**config.mk**
```make
export PLATFORM = sky130hd
export DESIGN_NAME = serial_subtractor6bit
export DESIGN_NICKNAME = d
export VERILOG_FILES = /design/src/rtl/serial_subtractor6bit.sv
export SDC_FILE = /design/constraint.sdc
export NUM_CORES = 1
export LEC_CHECK = 0
export CORE_ASPECT_RATIO = 0.75
export CORE_MARGIN = 1.5
export CORE_UTILIZATION = 48
export CTS_CLUSTER_SIZE = 28
export DETAILED_ROUTE_END_ITERATION = 7
export GPL_ROUTABILITY_DRIVEN = 0
export PLACE_DENSITY = 0.84
export SYNTH_ARGS = -nofsm -noshare
export SYNTH_HDL_FRONTEND = slang
export SYNTH_SLANG_ARGS = --single-unit
```
**constraint.sdc**
```tcl
create_clock -name clk -period 4.3 [get_ports clk]
set_clock_uncertainty 0.2 [all_clocks]
set_input_delay 0.43 -clock clk [delete_from_list [all_inputs] [get_ports clk]]
set_output_delay 0.43 -clock clk [all_outputs]
set_load 0.05 [all_outputs]
```
**src/rtl/serial_subtractor6bit.sv**
```systemverilog
// Bit-serial 6-bit subtractor: computes in1 - in2 - bin one bit per cycle, LSB first,
// through a single borrow register, with valid/ready handshakes on operand and result sides.
module serial_subtractor6bit (
  input  logic       clk,
  input  logic       rst,
  input  logic       in_valid,
  output logic       in_ready,
  input  logic [5:0] in1,
  input  logic [5:0] in2,
  input  logic       bin,
  output logic       out_valid,
  input  logic       out_ready,
  output logic [5:0] diff,
  output logic       bout,
  output logic       zero,
  output logic       ovf,
  output logic [1:0] state_o
);

  // Handshakes: a transfer happens on a rising edge where valid and ready are both high.
  // The producer holds valid (and data) until that edge; ready never depends on valid.
  localparam logic [1:0] IDLE = 2'd0;
  localparam logic [1:0] RUN  = 2'd1;
  localparam logic [1:0] DONE = 2'd2;

  logic [1:0] state_q, state_d;
  logic [5:0] a_q, a_d;
  logic [5:0] b_q, b_d;
  logic [5:0] sr_q, sr_d;
  logic       br_q, br_d;
  logic [2:0] idx_q, idx_d;
  logic       in_ready_q, in_ready_d;
  logic       out_valid_q, out_valid_d;
  logic [5:0] diff_q, diff_d;
  logic       bout_q, bout_d;
  logic       zero_q, zero_d;
  logic       ovf_q, ovf_d;

  logic d_bit;
  logic br_next;

  assign d_bit   = a_q[0] ^ b_q[0] ^ br_q;
  assign br_next = (~a_q[0] & b_q[0]) | (~(a_q[0] ^ b_q[0]) & br_q);

  always_comb begin
    state_d     = state_q;
    a_d         = a_q;
    b_d         = b_q;
    sr_d        = sr_q;
    br_d        = br_q;
    idx_d       = idx_q;
    in_ready_d  = in_ready_q;
    out_valid_d = out_valid_q;
    diff_d      = diff_q;
    bout_d      = bout_q;
    zero_d      = zero_q;
    ovf_d       = ovf_q;
    case (state_q)
      IDLE: begin
        if (in_valid && in_ready_q) begin
          a_d        = in1;
          b_d        = in2;
          br_d       = bin;
          idx_d      = 3'd0;
          in_ready_d = 1'b0;
          state_d    = RUN;
        end
      end
      RUN: begin
        a_d   = {1'b0, a_q[5:1]};
        b_d   = {1'b0, b_q[5:1]};
        sr_d  = {d_bit, sr_q[5:1]};
        br_d  = br_next;
        idx_d = idx_q + 3'd1;
        // Last bit: the operand bits still at position 0 are the original MSBs.
        if (idx_q == 3'd5) begin
          state_d     = DONE;
          out_valid_d = 1'b1;
          diff_d      = sr_d;
          bout_d      = br_next;
          zero_d      = (sr_d == 6'd0);
          ovf_d       = (a_q[0] != b_q[0]) && (d_bit != a_q[0]);
        end
      end
      DONE: begin
        if (out_ready) begin
          out_valid_d = 1'b0;
          in_ready_d  = 1'b1;
          state_d     = IDLE;
        end
      end
      default: begin
        state_d     = IDLE;
        in_ready_d  = 1'b1;
        out_valid_d = 1'b0;
      end
    endcase
  end

  always_ff @(posedge clk) begin
    if (rst) begin
      state_q     <= IDLE;
      a_q         <= 6'd0;
      b_q         <= 6'd0;
      sr_q        <= 6'd0;
      br_q        <= 1'b0;
      idx_q       <= 3'd0;
      in_ready_q  <= 1'b1;
      out_valid_q <= 1'b0;
      diff_q      <= 6'd0;
      bout_q      <= 1'b0;
      zero_q      <= 1'b0;
      ovf_q       <= 1'b0;
    end else begin
      state_q     <= state_d;
      a_q         <= a_d;
      b_q         <= b_d;
      sr_q        <= sr_d;
      br_q        <= br_d;
      idx_q       <= idx_d;
      in_ready_q  <= in_ready_d;
      out_valid_q <= out_valid_d;
      diff_q      <= diff_d;
      bout_q      <= bout_d;
      zero_q      <= zero_d;
      ovf_q       <= ovf_d;
    end
  end

  assign in_ready  = in_ready_q;
  assign out_valid = out_valid_q;
  assign diff      = diff_q;
  assign bout      = bout_q;
  assign zero      = zero_q;
  assign ovf       = ovf_q;
  assign state_o   = state_q;

endmodule

```
==> flow_summary.ini <==
[setup_path]
timing.setup.critical_path_class = flip-flop to output pin
crit_path_slowest_cell = sky130_fd_sc_hd__clkdlybuf4s50_1
setup.worst_path.end_class = output pin
cp.depth = 1
critPathArrivalTime_ns = 1.78
crit_chain = clkdlybuf4s50_1
r2r_slack_ns = 2.36
critical_path.max_stage_delay_ns = 0.90
rr_endpoint = b_q[2]$_SDFFE_PP0P_
timing.critical_path.from_type = flip-flop
cp_num_buf_inv = 1
worstReg2RegStart = state_o[0]$_SDFFE_PP0P_
cpLargestDelayFamily = buffers and inverters
worst_r2r_path_depth = 3
worst-path-max-fanout = 11
crit_required_ns = 3.67

[layout]
final_area_um2 = 1900
drive_above_1_share_pct = 8.70
layout.filler_cells = 246
diodes = 0
synthToLayoutAreaGrowth_pct = 23.9
finalCoreUtilization_pct = 63.4
nets = 204

[run_status]
status = finished, final reports clean

[global_routing]
grt_pass1_wl_um = 5150
pin_count_of_the_biggest_net_entering_global_routing = 33
global_route.usage.total_pct = 19.9
vias_in_the_first_global_route = 1117
grt_overflow = 0
grt_antenna_before_repair = 0

[power]
power.share.clock_pct = 44.4
cellPowerDensity_nw_per_um2 = 424
standby_leakage_power_nw = 0.769
internal_power_summed_over_all_cells_mw = 0.627
p_seq_share_pct = 43.1
report.power.total_mw = 0.806
comb_power_share_pct = 12.6
switching_share_pct = 22.3
irDropWorstVdd_mv = 0.372
switchingPower_mw = 0.180

[place]
hpwl_um = 2160
io_buffer_count = 29
place_area_um2 = 1760

[logic_synthesis]
synth_largest_type_area_fraction_pct = 44.4
seq_area_frac_synth_pct = 44.4
synth_common_cells = sky130_fd_sc_hd__dfxtp_1, sky130_fd_sc_hd__nand2_1, sky130_fd_sc_hd__nor2_1, sky130_fd_sc_hd__a21oi_1
syn_avg_cell_area_um2 = 9.71
async_reset_ff_share_pct = 0
post-synth-top-area-cell = sky130_fd_sc_hd__dfxtp_1
post_synth_edffs = 0
synth_warnings = 0
synth_seq_cells = 34
synthesis.instances = 158
synthesis.nets = 179
synthDistinctLibCells = 34
yosysMostFrequentCell = sky130_fd_sc_hd__dfxtp_1
synthesized_cell_area_um2 = 1530
post_synth_main_area_contributors = sky130_fd_sc_hd__dfxtp_1, sky130_fd_sc_hd__mux2i_1, sky130_fd_sc_hd__a221oi_1
ys.flop_type = sky130_fd_sc_hd__dfxtp_1

[floorplanning]
num_io_pins = 30
core-area_um2 = 3000
die_x_um = 68.3
floorplan.die_area_um2 = 3550
std_cell_rows = 17
start_util_pct = 51.1
chipHeight_um = 52.0

[timing]
timing_hold_violations_final = 0
period_share_pct = 56.0
setup-violations-final = 0
tightest_slew_ns = 0.770
min_period_ns = 2.41
finalMaxSlewViolations = 0
timing.max_slew.rel_slack_pct = 48.5
clock.fmax_mhz = 415
rsz_0062_raised_after_global_routing = false
final.setup.tns_ns = 0

[clock_network]
clock_tree.buffer_depth = 2
numClockSinks = 34
clkTransAtPathRegs_ns = 0.06
post_cts_resize_count = 0
numCtsBuffers = 5
root_buffer = sky130_fd_sc_hd__clkbuf_8
cts_max_level = 2
holdBufCountCts = 0
cts_post_setup_buffers_inserted = 0
clock_latency_ns = 0.28
tritoncts = yes

[drt]
viasPerCell = 5.52
route.final.wire_length_um = 3090
drtAntennaViolNets = 0
detailedRoute.firstPassIterationCount = 5
dr.first_iter.drc_count = 52
post_drt_wl_per_cell_um = 13.9
vias = 1225
drcViolationCount = 0

[min_path]
worst_hold_path_startpoint = diff[4]$_SDFFE_PP0P_
hold_class = flip-flop to flip-flop
hold-path-cell-count = 2
worst_case_hold_path_end_point = diff[4]$_SDFFE_PP0P_

[flow_run]
max_cap_viol_count = 0
## per-stage QoR
| step | hold slack (ns) | std cells | worst slack, ns |
|---|---|---|---|
| 2_1_floorplan | 0.245 | 158 | 2.49 |
| 3_3_place_gp | 0.244 | 214 | 2.13 |
| 3_5_place_dp | 0.248 | 214 | 2.02 |
| 4_1_cts | 0.258 | 222 | 1.88 |
| 5_1_grt | 0.279 | 222 | 1.82 |
| 6_report | 0.255 | 222 | 1.89 |
## how the worst max path moves through the flow
stage,end,from,slack [ns]
finish,state_o[0],state_o[0]$_SDFFE_PP0P_,1.89
global route,state_o[0],state_o[0]$_SDFFE_PP0P_,1.82
CTS,state_o[0],state_o[0]$_SDFFE_PP0P_,1.88
detailed placement,b_q[2]$_SDFFE_PP0P_,in_valid,2.02
global placement,a_q[1]$_SDFFE_PP0P_,in_valid,2.13
floorplan,a_q[0]$_SDFFE_PP0P_,state_o[0]$_SDFFE_PP0P_,2.49
## placed cells by master (no fill, tap or decap), drive strengths merged
cell type      instances
nand3b                 2
a221oi                11
bufinv                 2
nor4                   1
ha                     3
buf                    1
a211oi                 2
inv                    4
nor2b                  2
and4b                  1
xor2                   1
a311oi                 1
a21oi                 17
nand2b                 1
o21ai                  2
a32o                   2
or2                    2
or3                    1
mux2i                 11
nand2                 22
and4                   1
clkbuf                 6
clkdlybuf4s50         29
nor2                  18
nand4b                 2
a22oi                  1
dfxtp                 34
fa                     1
nor3                   1
o31ai                  1
a31o                   1
## routing by layer
| metal | up-vias | track usage [%] | part of all wire [%] |
|---|---|---|---|
| met5 | - | 0 | 0 |
| met4 | 0 | 6.67 | 0.32 |
| met3 | 2 | 8.23 | 5.8 |
| met2 | 37 | 30.9 | 49 |
| met1 | 575 | 24.8 | 45 |
| li1 | 611 | - | - |
## cell type report
type	count	area (µm²)	share of cell area, %
Clock buffer	6	82.6	4.34
Inverter	4	15.0	0.790
Tap cell	38	47.5	2.50
Clock inverter	2	60.1	3.16
Multi-Input combinational cell	108	717	37.7
Timing Repair Buffer	30	298	15.7
Sequential cell	34	681	35.8
## state kept, by name (all words and copies together), names as in the netlist
| register | count |
|---|---|
| br_q | 1 |
| in_ready | 1 |
| ovf | 1 |
| state_o | 2 |
| diff | 6 |
| a_q | 6 |
| idx_q | 3 |
| zero | 1 |
| out_valid | 1 |
| sr_q | 5 |
| bout | 1 |
| b_q | 6 |
## power by group through the flow
| stage | clock (mW) | sequential (mW) | combinational, mW |
|---|---|---|---|
| 6_report | 0.358 | 0.347 | 0.101 |
| 5_1_grt | 0.379 | 0.350 | 0.113 |
| 4_1_cts | 0.365 | 0.347 | 0.102 |
| 3_5_place_dp | 0 | 0.354 | 0.101 |
| 3_3_place_gp | 0 | 0.352 | 0.0962 |
| 2_1_floorplan | 0 | 0.354 | 0.0788 |
## cell families after synthesis
family,Yosys count,synth area share [%]
xor+xnor,1,0.571
fa+ha+maj,4,3.75
compound gates,38,16.9
buf+inv,16,8.89
mux,11,7.18
simple gates,54,18.4
flops,34,44.4
Power figures use the tool's default switching activity.
